$ cat src/rtl/blink_pkg.sv
// Shared types and default thresholds for the blink rate meter; the defaults
// track the LED blinker's step settings so fast/slow agree on both sides.
package blink_pkg;

  typedef enum logic [1:0] {
    IDLE    = 2'd0,
    MEASURE = 2'd1,
    STALL   = 2'd2
  } state_t;

  localparam int CNT_W_DEF    = 27;
  localparam int FAST_MAX_DEF = 1000;
  localparam int TIMEOUT_DEF  = 50000000;

endpackage

$ cat src/rtl/blink_edge_filter.sv
// Synchronizes blink_in, rejects pulses shorter than MIN_PULSE cycles and
// emits a one-cycle strobe on every accepted level change.
module blink_edge_filter #(
  parameter int SYNC_STAGES = 2,
  parameter int MIN_PULSE   = 4
) (
  input  logic CLOCK_50,
  input  logic RESET,
  input  logic blink_in,
  output logic level,
  output logic edge_pulse
);

  localparam int RUN_W = (MIN_PULSE > 1) ? $clog2(MIN_PULSE) : 1;
  localparam logic [RUN_W-1:0] RUN_LAST = RUN_W'(MIN_PULSE - 1);

  logic [SYNC_STAGES-1:0] sync;
  logic [RUN_W-1:0]       run;
  logic                   s;

  assign s = sync[SYNC_STAGES-1];

  // NOTE: sequential state uses non-blocking assignments only, so every flop
  // samples the pre-edge values and simulation matches the synthesized netlist.
  always_ff @(posedge CLOCK_50 or posedge RESET) begin
    if (RESET) begin
      sync       <= '0;
      run        <= '0;
      level      <= 1'b0;
      edge_pulse <= 1'b0;
    end else begin
      sync       <= {sync[SYNC_STAGES-2:0], blink_in};
      edge_pulse <= 1'b0;
      if (s != level) begin
        // The level toggles on the MIN_PULSE-th consecutive differing cycle.
        if (run == RUN_LAST) begin
          level      <= ~level;
          edge_pulse <= 1'b1;
          run        <= '0;
        end else begin
          run <= run + RUN_W'(1);
        end
      end else begin
        run <= '0;
      end
    end
  end

endmodule

$ cat src/rtl/blink_rate_meter.sv
// Measures the half-period of a filtered blink signal, classifies it as fast
// or slow, counts edges and flags a stalled input.
module blink_rate_meter
  import blink_pkg::*;
#(
  parameter int CNT_W       = CNT_W_DEF,
  parameter int SYNC_STAGES = 2,
  parameter int MIN_PULSE   = 4,
  parameter int FAST_MAX    = FAST_MAX_DEF,
  parameter int TIMEOUT     = TIMEOUT_DEF
) (
  input  logic             CLOCK_50,
  input  logic             RESET,
  input  logic             blink_in,
  output logic [CNT_W-1:0] half_period,
  output logic             period_valid,
  output logic             is_fast,
  output logic             stalled,
  output logic [15:0]      edge_count
);

  localparam logic [CNT_W-1:0] TIMEOUT_V  = CNT_W'(TIMEOUT);
  localparam logic [CNT_W-1:0] FAST_MAX_V = CNT_W'(FAST_MAX);

  logic             level;
  logic             e;
  logic [CNT_W-1:0] cnt;
  state_t           state, state_next;
  logic             capture, enter_stall, leave_stall;

  blink_edge_filter #(
    .SYNC_STAGES(SYNC_STAGES),
    .MIN_PULSE  (MIN_PULSE)
  ) u_filter (
    .CLOCK_50  (CLOCK_50),
    .RESET     (RESET),
    .blink_in  (blink_in),
    .level     (level),
    .edge_pulse(e)
  );

  // NOTE: every signal written here gets a default first, so no path through
  // the case statement leaves a value unassigned and no latch is inferred.
  always_comb begin
    state_next  = state;
    capture     = 1'b0;
    enter_stall = 1'b0;
    leave_stall = 1'b0;
    case (state)
      IDLE: begin
        if (e) state_next = MEASURE;
      end
      MEASURE: begin
        // An edge arriving on the timeout cycle is still a valid interval.
        if (e) begin
          capture = 1'b1;
        end else if (cnt == TIMEOUT_V) begin
          enter_stall = 1'b1;
          state_next  = STALL;
        end
      end
      STALL: begin
        if (e) begin
          leave_stall = 1'b1;
          state_next  = MEASURE;
        end
      end
      default: state_next = IDLE;
    endcase
  end

  always_ff @(posedge CLOCK_50 or posedge RESET) begin
    if (RESET) begin
      state        <= IDLE;
      cnt          <= '0;
      half_period  <= '0;
      period_valid <= 1'b0;
      is_fast      <= 1'b0;
      stalled      <= 1'b0;
      edge_count   <= '0;
    end else begin
      state        <= state_next;
      period_valid <= capture;

      if (e)                     cnt <= CNT_W'(1);
      else if (cnt != TIMEOUT_V) cnt <= cnt + CNT_W'(1);

      if (e && edge_count != 16'hFFFF) edge_count <= edge_count + 16'd1;

      if (capture) begin
        half_period <= cnt;
        is_fast     <= (cnt <= FAST_MAX_V);
      end
      if (enter_stall) begin
        stalled <= 1'b1;
        is_fast <= 1'b0;
      end
      if (leave_stall) stalled <= 1'b0;
    end
  end

endmodule
$ cat config.mk
export PLATFORM = sky130hd
export DESIGN_NAME = blink_rate_meter
export DESIGN_NICKNAME = d
export VERILOG_FILES = /design/src/rtl/blink_pkg.sv /design/src/rtl/blink_edge_filter.sv /design/src/rtl/blink_rate_meter.sv
export SDC_FILE = /design/constraint.sdc
export NUM_CORES = 1
export LEC_CHECK = 0
export ABC_AREA = 1
export BUFFER_PORTS_ARGS = -buffer_cell sky130_fd_sc_hd__buf_2
export CELL_PAD_IN_SITES_DETAIL_PLACEMENT = 0
export CELL_PAD_IN_SITES_GLOBAL_PLACEMENT = 1
export CORE_MARGIN = 2
export CORE_UTILIZATION = 39
export CTS_CLUSTER_SIZE = 16
export DETAILED_ROUTE_END_ITERATION = 7
export PLACE_DENSITY = 0.81
export SYNTH_ARGS = -nofsm -noshare
export SYNTH_HDL_FRONTEND = slang
export SYNTH_SLANG_ARGS = --single-unit
$ cat constraint.sdc
create_clock -name CLOCK_50 -period 2.27 [get_ports CLOCK_50]
set_input_delay 0.3405 -clock CLOCK_50 [delete_from_list [all_inputs] [get_ports CLOCK_50]]
set_output_delay 0.3405 -clock CLOCK_50 [all_outputs]
set_load 0.05 [all_outputs]
== After elaboration in Yosys (flattened, before gate mapping) ==
Index checks and enable logic that the tools add are counted.

* Flip-flop bits (word level): 81
* Latch bits: 0
* Memory bits (writable): 0
* ROM bits: 0
* Input bits: 3
* Output and inout port bits: 46
* Memories kept: 0

* Add/subtract/negate cells: 3
* $mul: 0
* Div/mod/pow operators: 0
* Order comparisons: 1
* Equal/unequal tests: 10
* Shift operators: 0
* Muxes and demuxes: 20
* Bitwise gates (word level): 1
* Reductions and logical operators: 8

{| class="wikitable"
|+ Operators with widths
! kind !! count
|-
| $mux W27 || 2
|-
| $add A27 B1 Y27 const B || 1
|-
| $eq A27 B26 Y1 const B || 1
|-
| $le A27 B10 Y1 const B || 1
|-
| $ne A27 B26 Y1 const B || 1
|-
| $add A16 B1 Y16 const B || 1
|-
| $ne A16 B16 Y1 const B || 1
|-
| $mux W1 || 12
|-
| $mux W2 || 5
|-
| $reduce_bool A2 Y1 || 3
|-
| $eq A2 B2 Y1 const B || 2
|-
| $ne A2 B2 Y1 const B || 2
|-
| $pmux W2 S2 || 1
|-
| $reduce_and A3 Y1 || 1
|-
| $add A2 B1 Y2 const B || 1
|-
| $eq A2 B1 Y1 const B || 1
|-
| $logic_not A2 Y1 || 1
|-
| $ne A2 B1 Y1 const B || 1
|-
| $reduce_and A2 Y1 || 1
|-
| $reduce_or A2 Y1 || 1
|-
| $logic_and A1 B1 Y1 || 1
|-
| $ne A1 B1 Y1 || 1
|-
| $not A1 Y1 || 1
|}

== Depth between registers and ports, before layout ==
* Word-level depth: 6
* Mapped depth: 9
* Gate-level depth less buffers: 9

== Modules after synthesis ==
Synthesis repeated with hierarchy kept, for this count alone.

* Cell total of the unflattened synthesis: 533
* Area total of the unflattened synthesis: 4082.7 µm²

{| class="wikitable"
|+ Modules (own cells, without submodules)
! module !! times used !! cells each !! area an instance (µm²)
|-
| blink_rate_meter || 1 || 512 || 3863.7
|-
| blink_edge_filter || 1 || 21 || 219.0
|}

== Worst setup path before layout ==
Ideal clock, no wire load.

* Kind: register to register
* From: register edge_count[0]
* To: register edge_count[10]
* Library setup time: 0.118 ns
* Data arrival time: 1.793 ns
* Setup slack: 0.358 ns
* Cell stages (with the launch flop): 10
* Path buffers: 1
* Period minus slack after synthesis: 1.912 ns
* Cells stage by stage: dfrtp_1 -> ha_1 -> inv_1 -> nor2_4 -> nand2_2 -> o21ai_4 -> inv_4 -> buf_6 -> nand2_1 -> nand2_1

* Cells in the longest elaborated chain, start to end: 2
* Elaborated cells between the ends (all ways): 3
* Those cells by class: add/sub: 1; eq/ne: 1; reduce/logical: 1

{| class="wikitable"
|+ Ends and longest elaborated chain
! what !! line !! text
|-
| start: declaration || blink_rate_meter.sv:19 || <nowiki>output logic [15:0] edge_count</nowiki>
|-
| start signal: assignment || blink_rate_meter.sv:88 || <nowiki>if (e && edge_count != 16'hFFFF) edge_count <= edge_count + 16'd1;</nowiki>
|-
| branches (longest 2 deep; another with $add A16 B1 Y16) || -- ||
|}

Several ways; the timed one is not identified.
A chain may end at the register's enable or synchronous reset.

== Worst setup path in the final report ==
* From: register edge_count[0]
* To: register edge_count[5]

Same word-level chain as after synthesis.

==> results.toml <==
[run_status]
status = "completed"

[floorplan]
core_sq_um = 10180
dieArea_sq_um = 11210
io_pins = 49
die_h_microns = 105.9
die_w_microns = 105.9
initial_core_util = 0.3974
std_cell_rows = 37

[critical_path]
r2r-start = "edge_count[0]"
cp-start-kind = "flop"
critPathLaunch = "edge_count[0]"
r2r_slack_ps = 530
end_kind = "flop"
path_class = "flop to flop"
path_cells = "ha_1 -> inv_1 -> nor2_4 -> nand2_2 -> o21ai_4 -> buf_4 -> o21ai_0"
worst-path-max-fanout = 9
cp.required_ps = 2500
cp_slowest_stage_delay_ps = 430
worstPathArrival_ps = 1970
critical-path-slowest-cell = "dfrtp_1"

[synthesis]
synth-seq-area-share = 0.5008
synthMuxAreaShare = 0
yosysUniqueCellTypes = 22
async_flop_share = 1.000
synth_most_common_cell = "nand2_1"
yosysWarnings = 0
synth-edff-count = 0
netlist_instances = 527
synth_xor_area_frac = 0.03895
synth-seq-cells = 81
synthAdderAreaFrac = 0.01236
syn_nets = 534
synth_top_family_by_area = "simple AND/OR/NAND/NOR gates"
synth_top_area_cell = "dfrtp_1"
yosys.area_share.simple = 0.3131
synthesis.area_sq_um = 4048
synth_area_per_cell_sq_um = 7.681
synth-compound-area-share = 0.06955
synth_top_cell_area_share = 0.5008
ys_top_cells_by_area = "dfrtp_1 50%, nand2_1 15%, nor2_1 7.1%"
synth_ff_type = "dfrtp_1"
synthTopCellsByCount = "166 x nand2_1, 81 x dfrtp_1, 77 x nor2_1"

[sta]
fin_tns_setup_ps = 0
hold_viol = 0
rsz0062_at_grt = "no"
relSlewSlack = 0.5317
tightest_slew_ps = 701.0
fin_crit_ps = 1739
holdWs_ps = 88.11
fin_skew_ps = 12.24
setup_viol = 0
final-max-slew-violation-count = 0
clock.fmax_ghz = 0.5749
period_share = 0.7663

[cells_and_area]
finalNonFillerCells = 721
final_core_util = 0.4584
final_nets = 587
nFillCells = 1059
n_antenna_cell = 0
syn_to_final_growth_pct = 15.33
drive_gt1_frac = 0.1385

[route]
drc = 0
dr.pass1.iters = 4
num_vias = 3416
antenna_left = 0
first_iter_violations = 142
vias_per_cell = 4.738
wire_per_inst_microns = 13.00
totalWireLength_microns = 9372

[clocking]
clock-sinks = 81
cts_buffer_depth = 2
clkTransAtPathRegs_ps = 80
clk_latency_ps = 350
cts_setup_buffers = 0
cts_tree = "yes"
htreeDepth = 3
postCtsHoldBufs = 0
cts_buffers = 9
root_buffer = "clkbuf_8"
cts.repair.resized = 0

[flow_run]
max_cap_violations = 0

[placement]
dp_cells = 705
hpwl_microns = 6977
place.gp.congestion = 0.8166
port-buffer-count = 48

[global_routing]
grtUsageTotal = 0.1823
grt-ovfl-total = 0
grt_max_degree = 53
grt_pass1_wl_microns = 16230
antenna_found_initial = 0
grt_pass1_vias = 3279

[power]
vdd_drop_max_mv = 0.3721
leakagePower_nw = 2.284
powerDensity_nw_per_um2 = 808.1

[min_path]
holdCritPathClass = "input port to async pin"
==> sequential cells by signal, summed over array words and instances, names as in the netlist <==
signal and count:
edge_count 16, half_period 27, state 2, u_filter.edge_pulse 1, u_filter.level 1, stalled 1, is_fast 1, cnt 27
u_filter.sync 2, u_filter.run 2, period_valid 1
==> cell type report <==
class | instances | area (sq um) | area share
Clock inverter | 6 | 58.81 | 0.01260
Timing Repair Buffer | 54 | 322.8 | 0.06915
Clock buffer | 10 | 127.6 | 0.02734
Multi-Input combinational cell | 381 | 1757 | 0.3763
Inverter | 53 | 205.2 | 0.04396
Sequential cell | 81 | 2027 | 0.4342
Tap cell | 136 | 170.2 | 0.03645
==> per-stage QoR <==
| stage | total power, mW | worst slack [ps] | cell area (sq um) |
|---|---|---|---|
| 2_1_floorplan | 2.537 | 358.5 | 4051 |
| 3_3_place_gp | 2.755 | 635.8 | 4482 |
| 3_5_place_dp | 2.787 | 531.8 | 4482 |
| 4_1_cts | 3.818 | 531.0 | 4668 |
| 5_1_grt | 4.010 | 325.1 | 4668 |
| 6_report | 3.772 | 530.5 | 4668 |
==> report_power, final <==
part / switching, mW / internal (mW) / total, mW
clock network: 0.520 / 0.503 / 1.02
registers: 0.158 / 1.63 / 1.78
logic: 0.696 / 0.269 / 0.965
==> cells in the final DEF (no fill, tap or decap), types with 10 or more instances in the layout <==
master,synthesis,layout
a21oi_1,11,11
buf_2,2,48
dfrtp_1,81,81
inv_1,52,51
nand2_1,166,166
nand3_1,33,33
nand4_1,10,10
nor2_1,77,77
o21ai_0,42,42
xnor2_1,10,10
==> routing by layer <==
metal	part of all wire	track usage	vias up
met5	0	0	-
met4	0.026	0.07519	0
met3	0.035	0.02845	20
met2	0.46	0.2880	61
met1	0.48	0.2502	1574
li1	-	-	1761
==> critical path, delay by kind of cell, from the launching register on <==
kind	cells	cell delay, ps
simple gates	2	250
buf+inv	2	320
fa+ha+maj	1	230
compound gates	2	390
flops	1	430
==> kinds of logic (layout without fill, tap and decap cells) <==
group                    after synthesis  count (layout)
AO/OA/AOI/OAI                         54              54
XOR/XNOR                              18              18
adder cells (fa/ha/maj)                4               4
buffers and inverters                 65             123
flip-flops                            81              81
AND/OR/NAND/NOR                      305             305
==> path summary, 6_finish.rpt <==
check,end,cells past startpoint
worst max-delay path,edge_count[5],7
worst min-delay path,half_period[0],2
worst max register to register,edge_count[5],7
worst min register to register,u_filter.sync[1],0
max in group asynchronous,edge_count[14],3
min in group CLOCK_50,u_filter.sync[0],1
Note: power is estimated with default switching activity, not from simulation.
